$ cat src/rtl/adder_pkg.sv
// Shared definitions for the digit-serial adder/subtractor.
package adder_pkg;

    typedef enum logic [1:0] {
        ST_IDLE = 2'd0,
        ST_RUN  = 2'd1,
        ST_DONE = 2'd2
    } state_t;

endpackage

$ cat src/rtl/digit_serial_addsub_if.sv
// Start/busy/done operand and result bundle for digit_serial_addsub.
interface digit_serial_addsub_if #(
    parameter int WIDTH = 16
);
    logic             start;
    logic [WIDTH-1:0] a;
    logic [WIDTH-1:0] b;
    logic             cin;
    logic             sub;
    logic             busy;
    logic             done;
    logic [WIDTH-1:0] s;
    logic             cout;
    logic             ovf;

    modport master (output start, a, b, cin, sub, input busy, done, s, cout, ovf);
    modport slave  (input start, a, b, cin, sub, output busy, done, s, cout, ovf);
endinterface

$ cat src/rtl/digit_adder.sv
// Combinational W-bit ripple adder built from per-bit sum/carry functions.
module digit_adder #(
    parameter int W = 4
) (
    input  logic [W-1:0] x,
    input  logic [W-1:0] y,
    input  logic         ci,
    output logic [W-1:0] sum,
    output logic         co
);

    function automatic logic sum_bit(input logic p, input logic q, input logic c);
        return p ^ q ^ c;
    endfunction

    function automatic logic carry_bit(input logic p, input logic q, input logic c);
        return (p & q) | (c & (p ^ q));
    endfunction

    always_comb begin
        logic c;
        c   = ci;
        sum = '0;
        for (int i = 0; i < W; i++) begin
            sum[i] = sum_bit(x[i], y[i], c);
            c      = carry_bit(x[i], y[i], c);
        end
        co = c;
    end

endmodule

$ cat src/rtl/digit_serial_addsub.sv
// Multi-cycle adder/subtractor: DIGIT bits per clock, carry held between digits.
module digit_serial_addsub
    import adder_pkg::*;
#(
    parameter int WIDTH = 16,
    parameter int DIGIT = 4
) (
    input logic                  clk,
    input logic                  rst_n,
    digit_serial_addsub_if.slave bus
);

    localparam int NDIG = WIDTH / DIGIT;
    localparam int CW   = (NDIG > 1) ? $clog2(NDIG) : 1;

    if (DIGIT < 1 || DIGIT > WIDTH || (WIDTH % DIGIT) != 0) begin : g_param_check
        $error("digit_serial_addsub: WIDTH must be a multiple of DIGIT, 1 <= DIGIT <= WIDTH");
    end

    state_t           r_state;
    logic [WIDTH-1:0] r_a;
    logic [WIDTH-1:0] r_b;
    logic [WIDTH-1:0] r_res;
    logic             r_carry;
    logic [CW-1:0]    r_cnt;
    logic             r_a_msb;
    logic             r_b_msb;
    logic             r_busy;
    logic             r_done;
    logic [WIDTH-1:0] r_s;
    logic             r_cout;
    logic             r_ovf;

    logic [DIGIT-1:0] w_sum;
    logic             w_co;
    logic [WIDTH-1:0] w_res_next;

    digit_adder #(.W(DIGIT)) u_digit_adder (
        .x   (r_a[DIGIT-1:0]),
        .y   (r_b[DIGIT-1:0]),
        .ci  (r_carry),
        .sum (w_sum),
        .co  (w_co)
    );

    // New digit enters at the top; after NDIG shifts the first digit sits at the LSB.
    assign w_res_next = WIDTH'({w_sum, r_res} >> DIGIT);

    always_ff @(posedge clk or negedge rst_n) begin
        if (!rst_n) begin
            r_state <= ST_IDLE;
            r_a     <= '0;
            r_b     <= '0;
            r_res   <= '0;
            r_carry <= 1'b0;
            r_cnt   <= '0;
            r_a_msb <= 1'b0;
            r_b_msb <= 1'b0;
            r_busy  <= 1'b0;
            r_done  <= 1'b0;
            r_s     <= '0;
            r_cout  <= 1'b0;
            r_ovf   <= 1'b0;
        end else begin
            case (r_state)
                ST_IDLE, ST_DONE: begin
                    r_done <= 1'b0;
                    if (bus.start) begin
                        r_state <= ST_RUN;
                        r_busy  <= 1'b1;
                        r_a     <= bus.a;
                        r_b     <= bus.sub ? ~bus.b : bus.b;
                        r_carry <= bus.sub | bus.cin;
                        r_cnt   <= '0;
                        r_a_msb <= bus.a[WIDTH-1];
                        r_b_msb <= bus.sub ? ~bus.b[WIDTH-1] : bus.b[WIDTH-1];
                    end else begin
                        r_state <= ST_IDLE;
                        r_busy  <= 1'b0;
                    end
                end
                ST_RUN: begin
                    r_a     <= r_a >> DIGIT;
                    r_b     <= r_b >> DIGIT;
                    r_res   <= w_res_next;
                    r_carry <= w_co;
                    if (r_cnt == CW'(NDIG - 1)) begin
                        r_state <= ST_DONE;
                        r_busy  <= 1'b0;
                        r_done  <= 1'b1;
                        r_s     <= w_res_next;
                        r_cout  <= w_co;
                        r_ovf   <= (r_a_msb == r_b_msb) && (w_res_next[WIDTH-1] != r_a_msb);
                    end else begin
                        r_cnt <= r_cnt + 1'b1;
                    end
                end
                default: begin
                    r_state <= ST_IDLE;
                    r_busy  <= 1'b0;
                    r_done  <= 1'b0;
                end
            endcase
        end
    end

    assign bus.busy = r_busy;
    assign bus.done = r_done;
    assign bus.s    = r_s;
    assign bus.cout = r_cout;
    assign bus.ovf  = r_ovf;

endmodule

$ cat src/flat_wrapper.sv
// flat-port wrapper written by rule: the top's interface ports become plain ports
module digit_serial_addsub_flat import adder_pkg::*;
#(
    parameter int WIDTH = 16,
    parameter int DIGIT = 4
)
  (clk, rst_n, bus_start, bus_a, bus_b, bus_cin, bus_sub, bus_busy, bus_done, bus_s, bus_cout, bus_ovf);
  digit_serial_addsub_if #(.WIDTH(WIDTH)) bus_i ();
  input logic clk;
  input logic rst_n;
  input wire logic [$bits(bus_i.start)-1:0] bus_start;
  input wire logic [$bits(bus_i.a)-1:0] bus_a;
  input wire logic [$bits(bus_i.b)-1:0] bus_b;
  input wire logic [$bits(bus_i.cin)-1:0] bus_cin;
  input wire logic [$bits(bus_i.sub)-1:0] bus_sub;
  output wire logic [$bits(bus_i.busy)-1:0] bus_busy;
  output wire logic [$bits(bus_i.done)-1:0] bus_done;
  output wire logic [$bits(bus_i.s)-1:0] bus_s;
  output wire logic [$bits(bus_i.cout)-1:0] bus_cout;
  output wire logic [$bits(bus_i.ovf)-1:0] bus_ovf;
  assign bus_i.start = bus_start;
  assign bus_i.a = bus_a;
  assign bus_i.b = bus_b;
  assign bus_i.cin = bus_cin;
  assign bus_i.sub = bus_sub;
  assign bus_busy = bus_i.busy;
  assign bus_done = bus_i.done;
  assign bus_s = bus_i.s;
  assign bus_cout = bus_i.cout;
  assign bus_ovf = bus_i.ovf;
  digit_serial_addsub #(.WIDTH(WIDTH), .DIGIT(DIGIT)) u_core (.clk(clk), .rst_n(rst_n), .bus(bus_i));
endmodule
$ cat config.mk
export PLATFORM = sky130hd
export DESIGN_NAME = digit_serial_addsub_flat
export DESIGN_NICKNAME = d
export VERILOG_FILES = /design/src/rtl/adder_pkg.sv /design/src/rtl/digit_serial_addsub_if.sv /design/src/rtl/digit_adder.sv /design/src/rtl/digit_serial_addsub.sv /design/src/flat_wrapper.sv
export SDC_FILE = /design/constraint.sdc
export NUM_CORES = 1
export LEC_CHECK = 0
export CAP_MARGIN = 20
export CORE_ASPECT_RATIO = 1.75
export CORE_MARGIN = 4
export CORE_UTILIZATION = 50
export DETAILED_ROUTE_END_ITERATION = 8
export PLACE_DENSITY = 0.78
export SYNTH_ARGS = -nofsm -noshare
export SYNTH_HDL_FRONTEND = slang
export SYNTH_SLANG_ARGS = --single-unit
$ cat constraint.sdc
create_clock -name clk -period 2.68 [get_ports clk]
set_input_delay 0.536 -clock clk [delete_from_list [all_inputs] [get_ports clk]]
set_output_delay 0.536 -clock clk [all_outputs]
set_load 0.05 [all_outputs]
==> results.cfg, run 1 <==
[synth]
synth_nets = 307
synth_mux_area_share_pct = 5.595
ys_seq_area_share_pct = 58.02
netlist_area_um2 = 3019
synth.top_cells.by_area = dfrtp_1, nand2_1, mux2_2
avgSynthCellArea_um2 = 11.39
yosysWarningCount = 0
synthSimpleGateAreaFrac_pct = 12.43
ys_types = 28
synth.top_cell.area_share_pct = 58.02
yosys.area_share.adder_pct = 3.067
netlist_instances = 265
ys_seq_elements = 70
synth_top_family_by_area = simple AND/OR/NAND/NOR gates
synth_compound_area_share_pct = 11.40
synth_xor_area_share_pct = 4.642
yosys.area.top_type = dfrtp_1

[timing]
finalCritPeriodShare_pct = 93.60
tns_ps = 0
rsz0062_at_grt = no
holdWs_ps = 214.1
max_freq_ghz = 0.3986
hold_violations = 0
slew_headroom_pct = 41.83
fin_worst_skew_ps = 12.17
worst_pin_slew_ps = 872.6
drv_slew = 0
setup_viol_count_final = 0
layout_min_cycle_time_ps = 2509

[setup_path]
critical_path_class = register to register
worstPathArrival_ps = 2770
end_kind = register
crit_top_cell = fa_1
cp-start-kind = register
max_stage_delay_ps = 420
cp.required_ps = 2940
crit_fanout = 4
cp_cell_sequence = fa_1, inv_1, fa_1, inv_1, fa_1, inv_2, fa_1, or3_1, a31oi_1
crit_path_top_delay_cell = fa_1

[power]
p_leak_nw = 1.815
power_frac_comb_pct = 43.1
power_frac_seq_pct = 35.0
sw_frac_of_total_pct = 38.58
peakVddDrop_uv = 594.8
power.internal_mw = 3.227
powerDensity_nw_per_um2 = 1338
p_clk_share_pct = 21.9
p_sw_mw = 2.027

[clocking]
cts.clk_slew.worst_paths_ps = 80
cts_buffers = 9
htreeDepth = 3
clockBufferDepth = 2
cts_root_buffer = clkbuf_8
insertion_delay_ps = 340
clock-sinks = 70
post_cts_buffers = 0
cts_tree = done

[routing]
drt_iter0_drc = 111
via_count = 2176
viasPerCell = 5.360
drtPass1Iterations = 4
drc = 0
ant_nets = 0
wirelength_um = 6108
wl_per_cell_um = 15.04

[floorplan]
fp.dieH_um = 110.8
start_util_pct = 51.35
core-area_um2 = 5879
rows = 37
dieWidth_um = 66.74
dieArea_um2 = 7394
num_io_pins = 57

[worst_hold_path]
hold_path_class = primary input to async pin

[placed_design]
placedCellCount = 390
io_buffers = 56
dpl_cell_area_um2 = 3647
gp_congestion = 0.8397
place_hpwl_um = 4366

[finish]
n_antenna_cell = 0
area_delta_synth_final_pct = 30.09
final_util_pct = 66.80
layout_commonest_cell = dfrtp_1
stdcell_count = 406
fillCellCount = 464
final_area_um2 = 3928
regArea_um2 = 1752
nNetsFinal = 365
final_layout_size_suffix_gt1_share_pct = 13.72
final_cell_mix = dfrtp_1, clkdlybuf4s50_1, nand2_1
multi_input_area_um2 = 1121

[grt]
grt-ovfl-total = 0
grt_pass1_vias = 2157
grt_antenna_before_repair = 0
grt_pass1_wl_um = 10300
grt_usage_pct = 18.43
grt_max_degree = 42

[job]
drv_cap = 0

[run_status]
status = complete, no violations
## cell usage after synthesis
library cell and number:
xnor2_1 13, a22o_1 7, clkbuf_1 1, a31oi_1 1
nor2b_2 1, o21ai_0 8, nor2b_1 1, a221o_1 14
nor3_1 2, o211ai_1 1, mux2_2 15, dfrtp_1 70
nand2_1 53, or3_1 1, a21oi_1 1, xor2_1 3
ha_1 1, buf_6 3, inv_1 9, o2bb2ai_1 1
fa_1 4, nor2_1 14, nand2b_1 2, a22oi_1 10
nand3b_1 1, buf_2 15, nand3_1 12, nor3b_2 1
## per-layer routing
layer / track usage [%] / part of all wire [%] / vias to the layer above
met5: 0 / 0 / -
met4: 8.005 / 2.7 / 0
li1: - / - / 1018
met1: 22.18 / 38 / 1081
met3: 5.274 / 5.1 / 13
met2: 30.04 / 54 / 64
## power groups by stage
stage	logic, mW	clock network (mW)	registers, mW
after floorplan	1.19	0	2.24
after detailed placement	2.26	0	1.85
after global placement	2.20	0	1.83
final	2.27	1.15	1.84
after global routing	2.49	1.22	1.89
after CTS	2.29	1.16	1.84
## critical path, delay by kind of cell (launching register included)
family	cells	cell delay, ps
DFF	1	410
buffers and inverters	3	190
AOI/OAI and AO/OA	1	160
and+or+nand+nor	1	320
adders and majority gates	4	1350
## cells by family after synthesis
kind of cell / count (synthesis)
buffers and inverters: 28
flip-flops: 70
adder cells (fa/ha/maj): 5
AND/OR/NAND/NOR: 88
AO/OA/AOI/OAI: 43
multiplexers: 15
XOR/XNOR: 16
## through the flow
step,setup slack (ps),total power [mW]
global route,22.76,5.602
detailed placement,114.8,4.119
global placement,159.8,4.026
finish,171.4,5.254
floorplan,200.7,3.439
CTS,100.6,5.291
## flip-flops by register name, indices dropped and copies added, names as in the netlist, 2 cells and up
name	flops
u_core.bus.s	16
u_core.r_a	16
u_core.r_b	16
u_core.r_cnt	2
u_core.r_res	12
## worst paths after layout
path	start	to	slack [ps]	cells after the start
min in group clk	u_core.r_res[4]	u_core.r_res[4]	470	2
max in group asynchronous	rst_n	u_core.r_a[1]	1810	2
max	u_core.r_carry	u_core.bus.ovf	170	9
min reg2reg	u_core.r_res[4]	u_core.r_res[4]	470	2
min	rst_n	u_core.r_state[0]	210	1
max reg2reg	u_core.r_carry	u_core.bus.ovf	170	9
## layout make-up
cell class,count,area share (%)
clock inverters,5,3.281
well taps,78,2.485
clock buffers,11,3.855
inverters,9,0.8601
repair buffers,66,16.37
flip-flops and latches,70,44.60
multi-input cells,167,28.54
## repair_timing
action                                 4_1_cts  5_1_grt
endpoints found under the hold margin        0        0
gates resized for setup                      0        1
hold buffers                                 0        0
setup endpoints to repair                    0        1
Power figures use the tool's default switching activity.
==> run 2: changes to the inputs <==
--- a/config.mk
+++ b/config.mk
@@ -14,3 +14,4 @@
 export SYNTH_ARGS = -nofsm -noshare
 export SYNTH_HDL_FRONTEND = slang
 export SYNTH_SLANG_ARGS = --single-unit
+export TNS_END_PERCENT = 1
==> results of run 2 <==
No change in the layout: final DEF, timing and power equal those of run 1.
